`src/rtl/escaner_vehiculos_pkg.sv`:
```
// Shared definitions for the vehicle matrix scanner: FSM encoding, bus and
// matrix geometry, frog coordinate widths and prescaler counter width.
package escaner_vehiculos_pkg;

   localparam int unsigned DATAWIDTH_BUS = 8;
   localparam int unsigned MATRIX_ROWS   = 8;
   localparam int unsigned VEH_ROWS      = 6;
   localparam int unsigned FROG_ROW_W    = 3;
   localparam int unsigned FROG_COL_W    = 3;
   localparam int unsigned DIV_W         = 8;

   typedef enum logic [1:0] {
      ST_IDLE  = 2'd0,
      ST_LATCH = 2'd1,
      ST_SCAN  = 2'd2,
      ST_DONE  = 2'd3
   } esv_state_t;

endpackage

```
`src/rtl/escaner_vehiculos_if.sv`:
```
// Scanner bus: vehicle rows, frog position and frame control in, matrix drive
// and status out.
//   master : vehicle level / test side (drives *_IN, reads *_OUT)
//   slave  : escaner_vehiculos
interface escaner_vehiculos_if #(
   parameter int unsigned DATAWIDTH_BUS = escaner_vehiculos_pkg::DATAWIDTH_BUS
) ();
   import escaner_vehiculos_pkg::*;

   logic [DATAWIDTH_BUS-1:0] ESV_REG_0_IN;
   logic [DATAWIDTH_BUS-1:0] ESV_REG_1_IN;
   logic [DATAWIDTH_BUS-1:0] ESV_REG_2_IN;
   logic [DATAWIDTH_BUS-1:0] ESV_REG_3_IN;
   logic [DATAWIDTH_BUS-1:0] ESV_REG_4_IN;
   logic [DATAWIDTH_BUS-1:0] ESV_REG_5_IN;
   logic [FROG_ROW_W-1:0]    ESV_FROG_ROW_IN;
   logic [FROG_COL_W-1:0]    ESV_FROG_COL_IN;
   logic                     ESV_START_IN;
   logic                     ESV_CLR_IN;
   logic [MATRIX_ROWS-1:0]   ESV_ROW_OUT;
   logic [DATAWIDTH_BUS-1:0] ESV_COL_OUT;
   logic                     ESV_BUSY_OUT;
   logic                     ESV_DONE_OUT;
   logic                     ESV_COLISION_OUT;

   modport master (
      output ESV_REG_0_IN, ESV_REG_1_IN, ESV_REG_2_IN, ESV_REG_3_IN,
             ESV_REG_4_IN, ESV_REG_5_IN, ESV_FROG_ROW_IN, ESV_FROG_COL_IN,
             ESV_START_IN, ESV_CLR_IN,
      input  ESV_ROW_OUT, ESV_COL_OUT, ESV_BUSY_OUT, ESV_DONE_OUT,
             ESV_COLISION_OUT
   );

   modport slave (
      input  ESV_REG_0_IN, ESV_REG_1_IN, ESV_REG_2_IN, ESV_REG_3_IN,
             ESV_REG_4_IN, ESV_REG_5_IN, ESV_FROG_ROW_IN, ESV_FROG_COL_IN,
             ESV_START_IN, ESV_CLR_IN,
      output ESV_ROW_OUT, ESV_COL_OUT, ESV_BUSY_OUT, ESV_DONE_OUT,
             ESV_COLISION_OUT
   );

endinterface

```
`src/rtl/escaner_vehiculos_divisor.sv`:
```
// ESV_DIVISOR: row-hold prescaler. Counts 0..DIV_SCAN-1 while enabled.
//   clk, rst_n : clock, async active-low reset
//   clr        : synchronous clear (wins over enable)
//   en         : count enable
//   first_c    : counter is at 0 (first cycle of the current row)
//   tick_c     : one-cycle row-advance pulse on the last count
module escaner_vehiculos_divisor #(
   parameter int unsigned DIV_SCAN = 4
) (
   input  logic clk,
   input  logic rst_n,
   input  logic clr,
   input  logic en,
   output logic first_c,
   output logic tick_c
);
   import escaner_vehiculos_pkg::*;

   logic [DIV_W-1:0] cnt;

   assign first_c = (cnt == '0);
   assign tick_c  = en && (cnt == DIV_W'(DIV_SCAN - 1));

   // Wrap to 0 on the tick so DIV_SCAN=1 ticks every cycle
   always_ff @(posedge clk or negedge rst_n) begin
      if (!rst_n)       cnt <= '0;
      else if (clr)     cnt <= '0;
      else if (en)      cnt <= tick_c ? '0 : cnt + DIV_W'(1);
   end

endmodule

```
`src/rtl/escaner_vehiculos.sv`:
```
// Vehicle matrix scanner: snapshots six vehicle rows plus the frog position
// on request, then drives an 8-row multiplexed display one row at a time
// (DIV_SCAN cycles per row) and flags frog/vehicle overlap.
//   ESV_CLOCK : system clock
//   ESV_RESET : async active-low reset
//   esv       : scanner bus (slave side); all outputs registered
module escaner_vehiculos #(
   parameter int unsigned DATAWIDTH_BUS = escaner_vehiculos_pkg::DATAWIDTH_BUS,
   parameter int unsigned DIV_SCAN      = 4
) (
   input  logic               ESV_CLOCK,
   input  logic               ESV_RESET,
   escaner_vehiculos_if.slave esv
);
   import escaner_vehiculos_pkg::*;

   localparam int unsigned DW = DATAWIDTH_BUS;

   esv_state_t            state;
   logic [FROG_ROW_W-1:0] row_cnt;
   logic [FROG_ROW_W-1:0] frog_row_q;
   logic [FROG_COL_W-1:0] frog_col_q;
   logic [DW-1:0]         veh_q [VEH_ROWS];

   logic [DW-1:0]         veh_row_c;
   logic [DW-1:0]         frog_mask_c;
   logic [DW-1:0]         col_c;
   logic                  on_frog_row_c;
   logic                  hit_c;
   logic                  first_c;
   logic                  tick_c;

   escaner_vehiculos_divisor #(.DIV_SCAN(DIV_SCAN)) u_divisor (
      .clk     (ESV_CLOCK),
      .rst_n   (ESV_RESET),
      .clr     (state != ST_SCAN),
      .en      (state == ST_SCAN),
      .first_c (first_c),
      .tick_c  (tick_c)
   );

   // Matrix rows 0 and 7 are empty border rows; rows 1..6 map to snapshots 0..5
   always_comb begin
      veh_row_c = '0;
      for (int k = 1; k <= int'(VEH_ROWS); k++) begin
         if (int'(row_cnt) == k) veh_row_c = veh_q[k-1];
      end
   end

   assign frog_mask_c   = DW'(1) << frog_col_q;
   assign on_frog_row_c = (row_cnt == frog_row_q);
   assign col_c         = veh_row_c | (on_frog_row_c ? frog_mask_c : '0);
   // Evaluated once per frame: first cycle the frog row is being scanned
   assign hit_c         = (state == ST_SCAN) && first_c && on_frog_row_c &&
                          (|(veh_row_c & frog_mask_c));

   // FSM, snapshot, row counter and registered outputs
   always_ff @(posedge ESV_CLOCK or negedge ESV_RESET) begin
      if (!ESV_RESET) begin
         state                <= ST_IDLE;
         row_cnt              <= '0;
         frog_row_q           <= '0;
         frog_col_q           <= '0;
         for (int i = 0; i < int'(VEH_ROWS); i++) veh_q[i] <= '0;
         esv.ESV_ROW_OUT      <= '0;
         esv.ESV_COL_OUT      <= '0;
         esv.ESV_BUSY_OUT     <= 1'b0;
         esv.ESV_DONE_OUT     <= 1'b0;
         esv.ESV_COLISION_OUT <= 1'b0;
      end else begin
         esv.ESV_ROW_OUT  <= '0;
         esv.ESV_COL_OUT  <= '0;
         esv.ESV_BUSY_OUT <= (state != ST_IDLE);
         esv.ESV_DONE_OUT <= (state == ST_DONE);

         // Set has priority over clear
         if (hit_c)               esv.ESV_COLISION_OUT <= 1'b1;
         else if (esv.ESV_CLR_IN) esv.ESV_COLISION_OUT <= 1'b0;

         unique case (state)
            ST_IDLE: begin
               if (esv.ESV_START_IN) state <= ST_LATCH;
            end
            ST_LATCH: begin
               veh_q[0]   <= esv.ESV_REG_0_IN;
               veh_q[1]   <= esv.ESV_REG_1_IN;
               veh_q[2]   <= esv.ESV_REG_2_IN;
               veh_q[3]   <= esv.ESV_REG_3_IN;
               veh_q[4]   <= esv.ESV_REG_4_IN;
               veh_q[5]   <= esv.ESV_REG_5_IN;
               frog_row_q <= esv.ESV_FROG_ROW_IN;
               frog_col_q <= esv.ESV_FROG_COL_IN;
               row_cnt    <= '0;
               state      <= ST_SCAN;
            end
            ST_SCAN: begin
               esv.ESV_ROW_OUT <= MATRIX_ROWS'(1) << row_cnt;
               esv.ESV_COL_OUT <= col_c;
               if (tick_c) begin
                  if (row_cnt == FROG_ROW_W'(MATRIX_ROWS - 1)) state <= ST_DONE;
                  else row_cnt <= row_cnt + FROG_ROW_W'(1);
               end
            end
            ST_DONE: begin
               state <= ST_IDLE;
            end
            default: state <= ST_IDLE;
         endcase
      end
   end

endmodule

```
`src/flat_wrapper.sv`:
```
// flat-port wrapper written by rule: the top's interface ports become plain ports
module escaner_vehiculos_flat import escaner_vehiculos_pkg::*;
#(
   parameter int unsigned DATAWIDTH_BUS = escaner_vehiculos_pkg::DATAWIDTH_BUS,
   parameter int unsigned DIV_SCAN      = 4
)
  (ESV_CLOCK, ESV_RESET, esv_ESV_REG_0_IN, esv_ESV_REG_1_IN, esv_ESV_REG_2_IN, esv_ESV_REG_3_IN, esv_ESV_REG_4_IN, esv_ESV_REG_5_IN, esv_ESV_FROG_ROW_IN, esv_ESV_FROG_COL_IN, esv_ESV_START_IN, esv_ESV_CLR_IN, esv_ESV_ROW_OUT, esv_ESV_COL_OUT, esv_ESV_BUSY_OUT, esv_ESV_DONE_OUT, esv_ESV_COLISION_OUT);
  escaner_vehiculos_if #(.DATAWIDTH_BUS(DATAWIDTH_BUS)) esv_i ();
  input  logic ESV_CLOCK;
  input  logic ESV_RESET;
  input wire logic [$bits(esv_i.ESV_REG_0_IN)-1:0] esv_ESV_REG_0_IN;
  input wire logic [$bits(esv_i.ESV_REG_1_IN)-1:0] esv_ESV_REG_1_IN;
  input wire logic [$bits(esv_i.ESV_REG_2_IN)-1:0] esv_ESV_REG_2_IN;
  input wire logic [$bits(esv_i.ESV_REG_3_IN)-1:0] esv_ESV_REG_3_IN;
  input wire logic [$bits(esv_i.ESV_REG_4_IN)-1:0] esv_ESV_REG_4_IN;
  input wire logic [$bits(esv_i.ESV_REG_5_IN)-1:0] esv_ESV_REG_5_IN;
  input wire logic [$bits(esv_i.ESV_FROG_ROW_IN)-1:0] esv_ESV_FROG_ROW_IN;
  input wire logic [$bits(esv_i.ESV_FROG_COL_IN)-1:0] esv_ESV_FROG_COL_IN;
  input wire logic [$bits(esv_i.ESV_START_IN)-1:0] esv_ESV_START_IN;
  input wire logic [$bits(esv_i.ESV_CLR_IN)-1:0] esv_ESV_CLR_IN;
  output wire logic [$bits(esv_i.ESV_ROW_OUT)-1:0] esv_ESV_ROW_OUT;
  output wire logic [$bits(esv_i.ESV_COL_OUT)-1:0] esv_ESV_COL_OUT;
  output wire logic [$bits(esv_i.ESV_BUSY_OUT)-1:0] esv_ESV_BUSY_OUT;
  output wire logic [$bits(esv_i.ESV_DONE_OUT)-1:0] esv_ESV_DONE_OUT;
  output wire logic [$bits(esv_i.ESV_COLISION_OUT)-1:0] esv_ESV_COLISION_OUT;
  assign esv_i.ESV_REG_0_IN = esv_ESV_REG_0_IN;
  assign esv_i.ESV_REG_1_IN = esv_ESV_REG_1_IN;
  assign esv_i.ESV_REG_2_IN = esv_ESV_REG_2_IN;
  assign esv_i.ESV_REG_3_IN = esv_ESV_REG_3_IN;
  assign esv_i.ESV_REG_4_IN = esv_ESV_REG_4_IN;
  assign esv_i.ESV_REG_5_IN = esv_ESV_REG_5_IN;
  assign esv_i.ESV_FROG_ROW_IN = esv_ESV_FROG_ROW_IN;
  assign esv_i.ESV_FROG_COL_IN = esv_ESV_FROG_COL_IN;
  assign esv_i.ESV_START_IN = esv_ESV_START_IN;
  assign esv_i.ESV_CLR_IN = esv_ESV_CLR_IN;
  assign esv_ESV_ROW_OUT = esv_i.ESV_ROW_OUT;
  assign esv_ESV_COL_OUT = esv_i.ESV_COL_OUT;
  assign esv_ESV_BUSY_OUT = esv_i.ESV_BUSY_OUT;
  assign esv_ESV_DONE_OUT = esv_i.ESV_DONE_OUT;
  assign esv_ESV_COLISION_OUT = esv_i.ESV_COLISION_OUT;
  escaner_vehiculos #(.DATAWIDTH_BUS(DATAWIDTH_BUS), .DIV_SCAN(DIV_SCAN)) u_core (.ESV_CLOCK(ESV_CLOCK), .ESV_RESET(ESV_RESET), .esv(esv_i));
endmodule
```
`config.mk`:
```
export PLATFORM = sky130hd
export DESIGN_NAME = escaner_vehiculos_flat
export DESIGN_NICKNAME = d
export VERILOG_FILES = /design/src/rtl/escaner_vehiculos_pkg.sv /design/src/rtl/escaner_vehiculos_if.sv /design/src/rtl/escaner_vehiculos_divisor.sv /design/src/rtl/escaner_vehiculos.sv /design/src/flat_wrapper.sv
export SDC_FILE = /design/constraint.sdc
export NUM_CORES = 1
export LEC_CHECK = 0
export ABC_AREA = 0
export BUFFER_PORTS_ARGS = -buffer_cell sky130_fd_sc_hd__buf_2
export CORE_ASPECT_RATIO = 1.25
export CORE_MARGIN = 3
export CORE_UTILIZATION = 55
export DETAILED_ROUTE_END_ITERATION = 7
export PLACE_DENSITY = 0.81
export SKIP_CTS_REPAIR_TIMING = 1
export SLEW_MARGIN = 10
export SYNTH_ARGS = -nofsm -noshare
export SYNTH_HDL_FRONTEND = slang
export SYNTH_SLANG_ARGS = --single-unit
```
`constraint.sdc`:
```
create_clock -name ESV_CLOCK -period 2.89 [get_ports ESV_CLOCK]
set_clock_uncertainty 0.05 [all_clocks]
set_input_delay 0.289 -clock ESV_CLOCK [delete_from_list [all_inputs] [get_ports ESV_CLOCK]]
set_output_delay 0.289 -clock ESV_CLOCK [all_outputs]
set_load 0.01 [all_outputs]
```
# After elaboration in Yosys (flattened, before gate mapping)

Cells that the tools add are included.

Add/subtract/negate cells: 2
Multipliers: 0
Divide/modulo/power cells: 0
$lt $le $gt $ge: 0
Eq/ne operators: 17
Shifts and indexed selects: 2
Multiplexer cells: 21
Bitwise logic cells: 2
Reductions and logical operators: 13

Operator list:

| operator                                         | count |
|---|---|
| two-way mux 8 bit                                | 12 |
| left shift 1 x 3 -> 8 bit (first input constant) | 2 |
| == test 3 bit (second input constant)            | 5 |
| adder 8 x 1 -> 8 bit (second input constant)     | 1 |
| bitwise AND 8 bit                                | 1 |
| == test 8 x 2 -> 1 bit (second input constant)   | 1 |
| zero test 8 bit                                  | 1 |
| OR 8 bit                                         | 1 |
| case mux 2 bit (4 select lines)                  | 1 |
| nonzero test 2 bit                               | 4 |
| OR reduction 8 bit                               | 1 |
| == test 3 x 2 -> 1 bit (second input constant)   | 2 |
| two-way mux 2 bit                                | 3 |
| two-way mux 3 bit                                | 2 |
| != test 2 bit (second input constant)            | 3 |
| case mux 3 bit (2 select lines)                  | 1 |
| AND reduction 3 bit                              | 2 |
| == test 2 bit (second input constant)            | 2 |
| logical AND 1 bit                                | 4 |
| != test 2 x 1 -> 1 bit (second input constant)   | 2 |
| adder 3 x 1 -> 3 bit (second input constant)     | 1 |
| == test 3 bit                                    | 1 |
| == test 2 x 1 -> 1 bit (second input constant)   | 1 |
| zero test 2 bit                                  | 1 |
| two-way mux 1 bit                                | 2 |

Flip-flop bits (word level): 86
Bits in latches: 0
RAM bits: 0
Memory bits (read-only): 0
Input port bits: 58
Output and inout port bits: 19
Memories kept: 0

# Depth between registers and ports, before layout

Gate-level depths: netlist of run 1.

Depth after elaboration: 11
Gate-level depth with buffers: 11
Mapped depth without buffers: 8

# Hierarchy

From an unflattened synthesis of run 1, not the netlist that was laid out.

Cell total of the unflattened synthesis: 377
Area, all modules: 4,220.3 µm²

Modules (own cells, without submodules):

| module                    | times used | cells each | area each (µm²) |
|---|---|---|---|
| escaner_vehiculos         | 1          | 326        | 3,747.3 |
| escaner_vehiculos_divisor | 1          | 51         | 473.0 |

# Least setup slack after synthesis of run 1

OpenSTA, ideal clock, no wires.

Kind: register to register
From: register u_core.row_cnt[2]
To: register u_core.esv.ESV_COLISION_OUT
Arrival: 1.971 ns
Setup slack: 0.725 ns
Cell stages (with the launch flop): 11
Path buffers: 2
Path through: dfrtp_1 clkbuf_1 inv_1 ha_1 buf_2 nor2_1 and4b_1 a311oi_1 o21ai_0 a41oi_1 a41oi_1

Longest elaborated chain between the ends: 11
Elaborated cells between the ends (all ways): 19
Classes of those cells: eq/ne: 7; mux: 7; bitwise: 1; reduce/logical: 4

Ends and longest elaborated chain:

| item                                                    | line                       | RTL |
|---|---|---|
| start: declaration                                      | escaner_vehiculos.sv:20    | `logic [FROG_ROW_W-1:0] row_cnt;` |
| start signal: assignment                                | escaner_vehiculos.sv:101   | `else row_cnt <= row_cnt + FROG_ROW_W'(1);` |
| == test 3 x 2 -> 1 bit                                  | escaner_vehiculos.sv:46    | `if (int'(row_cnt) == k) veh_row_c = veh_q[k-1];` |
| two-way mux 8 bit (6 in a row)                          | escaner_vehiculos.sv:46    |  |
| bitwise AND 8 bit                                       | escaner_vehiculos.sv:55    | `(\|(veh_row_c & frog_mask_c));` |
| OR reduction 8 bit                                      | escaner_vehiculos.sv:55    |  |
| logical AND 1 bit (*)                                   | escaner_vehiculos.sv:54    | `assign hit_c = (state == ST_SCAN) && first_c && on_frog_row_c &&` |
| two-way mux 1 bit or nonzero test 2 bit (tied branches) | -                          |  |
| end signal: assignment                                  | escaner_vehiculos.sv:69    | `esv.ESV_COLISION_OUT <= 1'b0;` |
| end signal: assignment                                  | escaner_vehiculos.sv:77    | `if (hit_c) esv.ESV_COLISION_OUT <= 1'b1;` |
| end signal: assignment                                  | escaner_vehiculos.sv:78    | `else if (esv.ESV_CLR_IN) esv.ESV_COLISION_OUT <= 1'b0;` |
| end: declaration                                        | escaner_vehiculos_if.sv:39 | `ESV_COLISION_OUT` |

Every way passes the cells marked *; elsewhere a longest branch is shown, timed or not.
A chain may end at the register's enable or synchronous reset.

# Worst setup path in the final report of run 1

From: register u_core.row_cnt[1]
To: register u_core.esv.ESV_COLISION_OUT

Same word-level chain as after synthesis.

==> results.yml, run 1 <==
floorplan:
  initial_core_util_pct: 58.16
  dieWidth_um: 83.76
  core_area_um2: 7147
  num_rows: 34
  die_h_um: 103.2
  die_area_um2: 8643
  io_pins: 77
worst_setup_path:
  worstPathArrival_ns: 2.83
  crit_path_end_kind: "register"
  crit_type: "register to register"
  critPathLaunchType: "register"
  r2r_slack_ns: 0.29
  critPathMaxFanout: 23
  crit_required_ns: 3.11
timing:
  setup_slack_ns: 0.2856
  final_max_slew_viol_count: 0
  setup_viol: 0
  layout_min_cycle_time_ns: 2.604
  hold_viol: 0
  final.period_utilization_pct: 90.12
  fmax_mhz: 384.0
  fin_setup_tns_ns: 0
  slew_headroom_pct: 48.57
  tightestPinTransition_ns: 0.7714
  rsz0062_at_grt: "no"
place:
  gp_congestion: 0.8951
  port_buffers: 76
  hpwl_mm: 6.932
  place_ws_ns: 0.3448
detailed_routing:
  met2WireLength_mm: 4.964
  routed_via_density: 5.821
  antenna_left: 0
  wl_met1_mm: 3.762
  wl_per_cell_um: 17.31
  top_layer_used: "met4"
  num_vias: 3155
  drc: 0
  met3_length_um: 463
  drt-pass1-iter-count: 5
  drt_iter0_drc: 172
  wl_mm: 9.382
logic_synthesis:
  synth-compound-area-share_pct: 11.80
  synth.top_cells.by_count: "dfrtp_1 (86), mux2_2 (51), nand2_1 (31), o21ai_0 (19)"
  synth-adder-area-share_pct: 3.913
  yosysTopAreaCellShare_pct: 51.78
  synth_top_family_by_area: "multiplexers"
  syn_area_um2: 4156
  syn-num-nets: 446
  yosys.area_share.simple_pct: 12.58
  synth_edf_count: 0
  ys_seq_area_share_pct: 51.78
  synth_xor_area_share_pct: 1.896
  synthArstFlopShare_pct: 100.0
  synthesis.instances: 375
  synth_area_leaders: "dfrtp_1 (52%), mux2_2 (14%), ha_1 (3.9%)"
  syn_avg_cell_area_um2: 11.08
  yosys-mux-area-fraction_pct: 14.09
  yosysWarnings: 0
  synth-seq-cells: 86
  synth.most_common_cell: "dfrtp_1"
  synth.largest_area_cell: "dfrtp_1"
  yosysUniqueCellTypes: 59
  ys.flop_type: "dfrtp_1"
run:
  maxCapViolCount: 0
global_routing:
  grt_use_total_pct: 22.45
  grt_max_degree: 55
  overflow: 0
  antenna_found_initial: 0
  grt_pass1_vias: 3135
  grt_pass1_wl_mm: 15.25
power_and_ir_drop:
  seqPwrFrac_pct: 42.0
  p_leak_uw: 0.002247
  p_sw_share_pct: 35.42
  pwr-share-comb_pct: 37.9
  clkPwrFrac_pct: 20.1
  p_per_area_nw_per_um2: 1013
  peakVddDrop_mv: 0.6881
  internal_power_uw: 3194
  switching_power_uw: 1752
clocking:
  numCtsBuffers: 9
  cts_sinks: 86
  h-tree-depth: 3
  cts_root_buf: "clkbuf_8"
  clock_latency_ns: 0.36
  cts_tree: "done"
  cts.clk_slew.worst_paths_ns: 0.08
  ctsLongestPathBuffers: 2
final_layout:
  antenna_cells: 0
  layout.nets: 519
  areaGrowthSynthToFinish_pct: 17.52
  fill_cells: 540
  drive_gt1_share_pct: 34.07
  utilization_pct: 68.35
hold_path:
  hold_path.class: "primary input to register"
status:
  status: "complete, no violations"
[metal layers]
layer,up-vias,global-route usage (%)
met5,-,0
met4,0,8.911
met3,21,4.120
met2,103,40.23
met1,1559,27.13
li1,1472,-
[flip-flops by register name (all words and copies together), names as in the netlist]
register                     flops
u_core.state                     2
u_core.esv.ESV_COLISION_OUT      1
u_core.esv.ESV_COL_OUT           8
u_core.esv.ESV_BUSY_OUT          1
u_core.esv.ESV_ROW_OUT           8
u_core.frog_col_q                3
u_core.u_divisor.cnt             8
u_core.row_cnt                   3
u_core.frog_row_q                3
u_core.esv.ESV_DONE_OUT          1
u_core.veh_q                    48
[through the flow]
| step | area [µm²] | total power [µW] | instances | hold slack, ns |
|---|---|---|---|---|
| 3_5_place_dp | 4638 | 3963 | 526 | 0.2546 |
| 2_1_floorplan | 4156 | 3377 | 375 | -0.05659 |
| 4_1_cts | 4875 | 4969 | 541 | -0.1361 |
| 5_1_grt | 4885 | 5269 | 542 | 0.09737 |
| 3_3_place_gp | 4638 | 3875 | 526 | 0.2487 |
| 6_report | 4885 | 4947 | 542 | 0.09384 |
[critical path: stages, from the launching register on]
cell and delay (ns):
dfrtp_1 0.45, inv_1 0.11, ha_1 0.66, buf_4 0.27
a211oi_1 0.06, nor2_1 0.12, a21oi_1 0.05, o22a_1 0.24
or3_1 0.32, a41oi_1 0.20
[final timing paths]
check                                              start                                       to  depth (start not counted)
hold reg to reg              u_core.veh_q[4]$_DFFE_PN0N_              u_core.veh_q[4]$_DFFE_PN0N_                          1
max in group asynchronous                      ESV_RESET      u_core.esv.ESV_ROW_OUT[0]$_DFF_PN0_                          3
setup reg to reg           u_core.row_cnt[1]$_DFFE_PN0P_  u_core.esv.ESV_COLISION_OUT$_DFFE_PN0P_                          9
hold / removal                    esv_ESV_FROG_COL_IN[2]         u_core.frog_col_q[2]$_DFFE_PN0N_                          3
setup / recovery           u_core.row_cnt[1]$_DFFE_PN0P_  u_core.esv.ESV_COLISION_OUT$_DFFE_PN0P_                          9
min in group asynchronous                      ESV_RESET             u_core.veh_q[12]$_DFFE_PN0N_                          2
[cell families (layout without fill, tap and decap cells)]
kind of cell / count (synthesis) / after routing
buffers and inverters: 39 / 116
xor gates and xnor gates: 9 / 9
and+or+nand+nor: 101 / 101
AOI/OAI and AO/OA: 75 / 75
muxes: 52 / 52
adders and majority gates: 13 / 13
DFF: 86 / 86
[layout make-up]
cell class | count | area, µm² | share of cell area, %
clock buffer | 11 | 141.4 | 2.894
clock inverter | 4 | 95.09 | 1.947
inverter | 16 | 62.56 | 1.281
multi-input combinational | 250 | 1843 | 37.73
sequential | 86 | 2152 | 44.06
tap | 90 | 112.6 | 2.305
timing repair buffer | 85 | 478.0 | 9.785
[power by group through the flow]
stage	Combinational (µW)	Clock (µW)	Sequential (µW)
after global placement	1800	0	2070
after global routing	2070	1070	2140
final	1880	995	2080
after detailed placement	1870	0	2090
after floorplan	1440	0	1940
after CTS	1880	1010	2070
[placed cells by master (no fill, tap or decap), drive strengths merged, types with 4 or more instances in the layout]
cell type,n
dfrtp,86
buf,84
mux2,52
nand2,32
o21ai,21
nor2,18
a21oi,18
inv,15
ha,13
clkbuf,11
nor2b,10
nand3,10
xor2,8
and3,7
nor3,5
nor4,4
Power figures use the tool's default switching activity.
==> inputs of run 2 (changes only) <==
--- a/config.mk
+++ b/config.mk
@@ -5,7 +5,7 @@
 export SDC_FILE = /design/constraint.sdc
 export NUM_CORES = 1
 export LEC_CHECK = 0
-export ABC_AREA = 0
+export ABC_AREA = 1
 export BUFFER_PORTS_ARGS = -buffer_cell sky130_fd_sc_hd__buf_2
 export CORE_ASPECT_RATIO = 1.25
 export CORE_MARGIN = 3
==> run 2 against run 1 <==
First-iteration DRC count is 4.1% lower. Synthesized area is 0.72% lower. Clock power is 14% lower. Sequential power is 8% lower. Highest routed layer unchanged.
==> results.yml, run 2 <==
status:
  status: "complete, no violations"
logic_synthesis:
  synthesis.instances: 483
  ys_seq_area_share_pct: 52.15
  yosysWarnings: 0
  synth-seq-cells: 86
  synth.most_common_cell: "nand2_1"
  syn_area_um2: 4126
  synth.largest_area_cell: "dfrtp_1"
  synth_edf_count: 0
  yosysTopAreaCellShare_pct: 52.15
  yosysUniqueCellTypes: 23
  ys.flop_type: "dfrtp_1"
  synth_top_family_by_area: "simple AND/OR/NAND/NOR gates"
  syn_avg_cell_area_um2: 8.543
  yosys.area_share.simple_pct: 18.59
  synth-adder-area-share_pct: 3.942
  yosys-mux-area-fraction_pct: 5.185
  synthArstFlopShare_pct: 100.0
  synth-compound-area-share_pct: 10.01
  syn-num-nets: 554
  synth_area_leaders: "dfrtp_1 (52%), nand2_1 (10%), o21ai_0 (7.0%)"
  synth_xor_area_share_pct: 0.8490
  synth.top_cells.by_count: "nand2_1 (113), dfrtp_1 (86), inv_1 (69), o21ai_0 (58), nor2_1 (22)"
detailed_routing:
  drc: 0
  wl_mm: 8.952
  drt-pass1-iter-count: 7
  num_vias: 3357
  drt_iter0_drc: 165
  routed_via_density: 5.165
  antenna_left: 0
  wl_per_cell_um: 13.77
final_layout:
  layout_common_cells: "nand2_1 (113), dfrtp_1 (86), buf_2 (75)"
  final_cells: 650
  drive_gt1_share_pct: 22.14
  layout.nets: 626
  stdcell_area_um2: 4773
  areaGrowthSynthToFinish_pct: 15.68
  final_common_cell: "nand2_1"
  regMostFlops: "u_core.veh_q"
  antenna_cells: 0
  largest_reg_flops: 48
  fill_cells: 585
global_routing:
  use_met1_pct: 25.16
  use_met2_pct: 38.21
  antenna_found_initial: 0
  grt_use_total_pct: 21.65
  grt_max_degree: 87
  grt_most_used_layer: "met2"
  grt_pass1_vias: 3243
  grt_pass1_wl_mm: 14.61
  use_met3_pct: 5.596
  overflow: 0
hold_path:
  hold_path.class: "primary input to async pin"
timing:
  final.period_utilization_pct: 77.26
  hold_viol: 0
  fmax_mhz: 447.8
  slew_headroom_pct: 31.24
  rsz0062_at_grt: "no"
  layout_min_cycle_time_ns: 2.233
  tightestPinTransition_ns: 1.031
  setup_viol: 0
  final_max_slew_viol_count: 0
  fin_setup_tns_ns: 0
clocking:
  cts_tree: "done"
  clock_latency_ns: 0.36
  cts.clk_slew.worst_paths_ns: 0.09
  numCtsBuffers: 9
  cts_sinks: 86
  cts_root_buf: "clkbuf_8"
  h-tree-depth: 3
  ctsLongestPathBuffers: 2
worst_setup_path:
  crit_required_ns: 3.09
  crit_path_end_kind: "register"
  crit_type: "register to register"
  critPathMaxFanout: 10
  worstPathArrival_ns: 2.44
  critPathLaunchType: "register"
floorplan:
  initial_core_util_pct: 58.08
  die_area_um2: 8585
  core_area_um2: 7104
  dieWidth_um: 83.48
  die_h_um: 102.8
  num_rows: 34
  io_pins: 77
place:
  port_buffers: 76
  dp_cells: 634
  hpwl_mm: 6.532
  gp_congestion: 0.9040
  dpl-instance-area_um2: 4573
run:
  maxCapViolCount: 0
power_and_ir_drop:
  p_per_area_nw_per_um2: 944.8
  p_leak_uw: 0.002503
  peakVddDrop_mv: 0.4798
-- run 2: cell types whose count changed after synthesis, sizes merged, moves of 5 or more --
| cell | delta |
|---|---|
| nand2 | +83 |
| inv | +59 |
| o21ai | +38 |
| mux2 | -33 |
| nand3 | +11 |
| nor2b | -10 |
| nor3 | +10 |
| xor2 | -8 |
| and3 | -7 |
| nor2 | +5 |
-- run 2: logic make-up (layout without fill, tap and decap cells) --
logic type | count (synthesis) | in the layout
fa+ha+maj | 13 | 13
xor+xnor | 4 | 4
buf+inv | 97 | 174
flops | 86 | 86
compound gates | 81 | 81
mux | 19 | 19
simple gates | 183 | 183
-- run 2: cell type report --
cell class | instances | area [µm²] | share of cell area [%]
sequential | 86 | 2152 | 45.09
multi-input combinational | 300 | 1594 | 33.39
timing repair buffer | 79 | 417.9 | 8.755
inverter | 79 | 296.5 | 6.212
clock buffer | 12 | 155.1 | 3.250
tap | 90 | 112.6 | 2.359
clock inverter | 4 | 45.04 | 0.9436
-- run 2: worst paths after layout --
| check | end | slack, ns | start | depth (start not counted) |
|---|---|---|---|---|
| max | u_core.esv.ESV_COLISION_OUT$_DFFE_PN0P_ | 0.66 | u_core.row_cnt[2]$_DFFE_PN0P_ | 16 |
| min | u_core.esv.ESV_DONE_OUT$_DFF_PN0_ | 0.06 | ESV_RESET | 1 |
| max reg2reg | u_core.esv.ESV_COLISION_OUT$_DFFE_PN0P_ | 0.66 | u_core.row_cnt[2]$_DFFE_PN0P_ | 16 |
| min reg2reg | u_core.u_divisor.cnt[0]$_DFF_PN0_ | 0.41 | u_core.u_divisor.cnt[0]$_DFF_PN0_ | 1 |
| max in group asynchronous | u_core.veh_q[20]$_DFFE_PN0N_ | 2.07 | ESV_RESET | 1 |
| min in group ESV_CLOCK | u_core.veh_q[42]$_DFFE_PN0N_ | 0.08 | esv_ESV_REG_0_IN[2] | 3 |
-- run 2: worst max-delay path, stage by stage, from the launching register on --
cell and delay, ns:
dfrtp_1 0.58, inv_2 0.16, ha_1 0.36, inv_2 0.17, nand2_1 0.07, clkinv_1 0.04, nand2_1 0.05, nand2_1 0.05
nand2_1 0.06, nand2_1 0.06, nand2_1 0.09, nand2_1 0.09, nand2_1 0.05, nor2_1 0.09, nand2_1 0.06, nand2_1 0.05
nand2_1 0.04
-- run 2: power breakdown --
| group | switching, µW | internal (µW) | leakage (µW) | total [µW] |
|---|---|---|---|---|
| registers | 251 | 1670 | 0.00109 | 1920 |
| clock network | 409 | 443 | 0.000106 | 851 |
| logic | 1090 | 656 | 0.00131 | 1740 |
| total | 1750 | 2760 | 0.00250 | 4510 |
-- run 2: through the flow --
step,total power (µW),util [%],worst slack [ns],hold WS [ns]
6_report,4510,67.19,0.6571,0.05592
3_3_place_gp,3578,64.37,0.8371,0.3986
2_1_floorplan,3148,-,1.075,-0.05659
5_1_grt,4864,67.19,0.4559,0.08532
4_1_cts,4529,67.19,0.7055,0.07250
3_5_place_dp,3671,64.37,0.7423,0.4066
-- run 2: per-layer routing --
metal / share of wire [%] / vias up
met5: 0 / -
met4: 2.9 / 0
met3: 6.7 / 30
met2: 50 / 117
met1: 40 / 1536
li1: - / 1674
==> inputs of run 3 (changes only) <==
==> constraint.sdc (replaced) <==
create_clock -name ESV_CLOCK -period 2.2 [get_ports ESV_CLOCK]
set_clock_uncertainty 0.05 [all_clocks]
set_input_delay 0.22 -clock ESV_CLOCK [delete_from_list [all_inputs] [get_ports ESV_CLOCK]]
set_output_delay 0.22 -clock ESV_CLOCK [all_outputs]
set_load 0.01 [all_outputs]
==> run 3 against run 2 <==
Sequential power increased by 31%. Setup slack got worse by 0.44 ns. Register-to-register slack got worse by 0.44 ns. Via count increased by 3.2%. Sequential share of layout area decreased by 0.24 points. Sequential cell count unchanged. Combinational power increased by 34%.
==> results.yml, run 3 (synthesis results as in run 2) <==
status:
  status: "complete, no violations"
clocking:
  cts.clk_slew.worst_paths_ns: 0.08
  numCtsBuffers: 9
  cts_root_buf: "clkbuf_8"
  clock_latency_ns: 0.36
  cts_sinks: 86
  h-tree-depth: 3
  ctsLongestPathBuffers: 2
  cts_tree: "done"
floorplan:
  initial_core_util_pct: 58.08
  core_area_um2: 7104
  die_area_um2: 8585
  num_rows: 34
  dieWidth_um: 83.48
  die_h_um: 102.8
  io_pins: 77
power_and_ir_drop:
  seqPwrFrac_pct: 43.2
  pwr-share-comb_pct: 40.1
  internal_power_uw: 3513
  p_per_area_nw_per_um2: 1211
  p_sw_share_pct: 39.55
  p_leak_uw: 0.002510
  peakVddDrop_mv: 0.6841
  clkPwrFrac_pct: 16.6
  switching_power_uw: 2299
timing:
  layout_min_cycle_time_ns: 1.981
  setup_viol: 0
  fmax_mhz: 504.9
  tightestPinTransition_ns: 0.5750
  rsz0062_at_grt: "no"
  hold_viol: 0
  final_max_slew_viol_count: 0
  fin_setup_tns_ns: 0
  final.period_utilization_pct: 90.03
  slew_headroom_pct: 61.67
detailed_routing:
  drt_iter0_drc: 353
  wl_per_cell_um: 14.33
  wl_mm: 9.387
  routed_via_density: 5.289
  num_vias: 3464
  drc: 0
  drt-pass1-iter-count: 5
  antenna_left: 0
run:
  maxCapViolCount: 0
worst_setup_path:
  critPathLaunchType: "register"
  crit_type: "register to register"
  worstPathArrival_ns: 2.18
  critPathMaxFanout: 9
  crit_path_end_kind: "register"
  crit_required_ns: 2.40
global_routing:
  overflow: 0
  grt_use_total_pct: 22.85
  grt_pass1_wl_mm: 15.56
  antenna_found_initial: 0
  grt_max_degree: 62
  grt_pass1_vias: 3468
final_layout:
  antenna_cells: 0
  multiInputGateArea_um2: 1599
  fill_cells: 578
  drive_gt1_share_pct: 23.01
  layout_common_cells: "nand2_1 (113), dfrtp_1 (86), buf_2 (75)"
  largest_reg_flops: 48
  regMostFlops: "u_core.veh_q"
  stdcell_area_um2: 4798
  utilization_pct: 67.54
  final-seq-area_um2: 2152
  layout.nets: 631
  final_common_cell: "nand2_1"
  areaGrowthSynthToFinish_pct: 16.28
hold_path:
  hold_path.class: "primary input to register"
place:
  hpwl_mm: 7.012
  dpl-instance-area_um2: 4616
  gp_congestion: 0.9425
  port_buffers: 76
-- run 3: cell types whose count changed in the layout (fill, tap and decap cells not counted) --
cell / before / now
ha_1: 12 / 10
buf_4: 3 / 6
inv_1: 69 / 68
bufinv_16: 1 / 0
dlygate4sd3_1: 0 / 1
clkbuf_1: 1 / 2
buf_12: 1 / 2
ha_2: 1 / 3
clkbuf_8: 11 / 10
clkinvlp_4: 0 / 1
inv_2: 5 / 6
-- run 3: stage by stage --
step,setup WS (ns),hold WS (ns),instances,total power (µW)
after floorplan,0.3852,-0.1256,483,4136
after global placement,0.2623,0.2016,638,4713
after global routing,0.009229,0.02597,655,6280
final,0.2193,0.02160,655,5812
after CTS,0.1938,-0.1911,654,5826
after detailed placement,0.2137,0.2056,638,4843
-- run 3: area by class of cell --
class                      count  share of cell area (%)
clock buffer                  12                   3.025
clock inverter                 4                  0.4694
inverter                      79                   6.180
multi-input combinational    300                   33.32
sequential                    86                   44.85
tap                           90                   2.347
timing repair buffer          84                   9.804
-- run 3: worst paths after layout --
| check | start | to | slack [ns] | cells after the start |
|---|---|---|---|---|
| setup / recovery | u_core.row_cnt[0]$_DFFE_PN0P_ | u_core.esv.ESV_COLISION_OUT$_DFFE_PN0P_ | 0.22 | 14 |
| hold / removal | esv_ESV_REG_3_IN[2] | u_core.veh_q[18]$_DFFE_PN0N_ | 0.02 | 3 |
| setup reg to reg | u_core.row_cnt[0]$_DFFE_PN0P_ | u_core.esv.ESV_COLISION_OUT$_DFFE_PN0P_ | 0.22 | 14 |
| hold reg to reg | u_core.u_divisor.cnt[0]$_DFF_PN0_ | u_core.u_divisor.cnt[0]$_DFF_PN0_ | 0.44 | 1 |
| max in group asynchronous | ESV_RESET | u_core.veh_q[10]$_DFFE_PN0N_ | 1.13 | 3 |
| min in group asynchronous | ESV_RESET | u_core.state[0]$_DFFE_PN0P_ | 0.35 | 2 |
-- run 3: per-layer routing --
layer / vias up / wire [µm] / GRT usage (%)
li1: 1678 / - / -
met1: 1608 / 3918 / 27.52
met2: 147 / 4686 / 39.32
met3: 31 / 467 / 3.677
met4: 0 / 315 / 13.49
met5: - / 0 / 0
-- run 3: critical path: stages (launching register included) --
cell,delay (ns)
dfrtp_1,0.44
ha_1,0.25
ha_2,0.25
inv_2,0.15
nand3_1,0.10
nand2_1,0.08
nand2_1,0.05
nand2_1,0.05
nand2_1,0.08
nand2_1,0.08
nand2_1,0.05
nor2_1,0.09
nand2_1,0.06
nand2_1,0.05
nand2_1,0.04
-- run 3: power groups by stage --
| stage | clock network [µW] | registers, µW | logic (µW) |
|---|---|---|---|
| 5_1_grt | 1050 | 2580 | 2650 |
| 2_1_floorplan | 0 | 2420 | 1710 |
| 3_5_place_dp | 0 | 2530 | 2310 |
| 3_3_place_gp | 0 | 2500 | 2210 |
| 4_1_cts | 993 | 2500 | 2330 |
| 6_report | 967 | 2510 | 2330 |
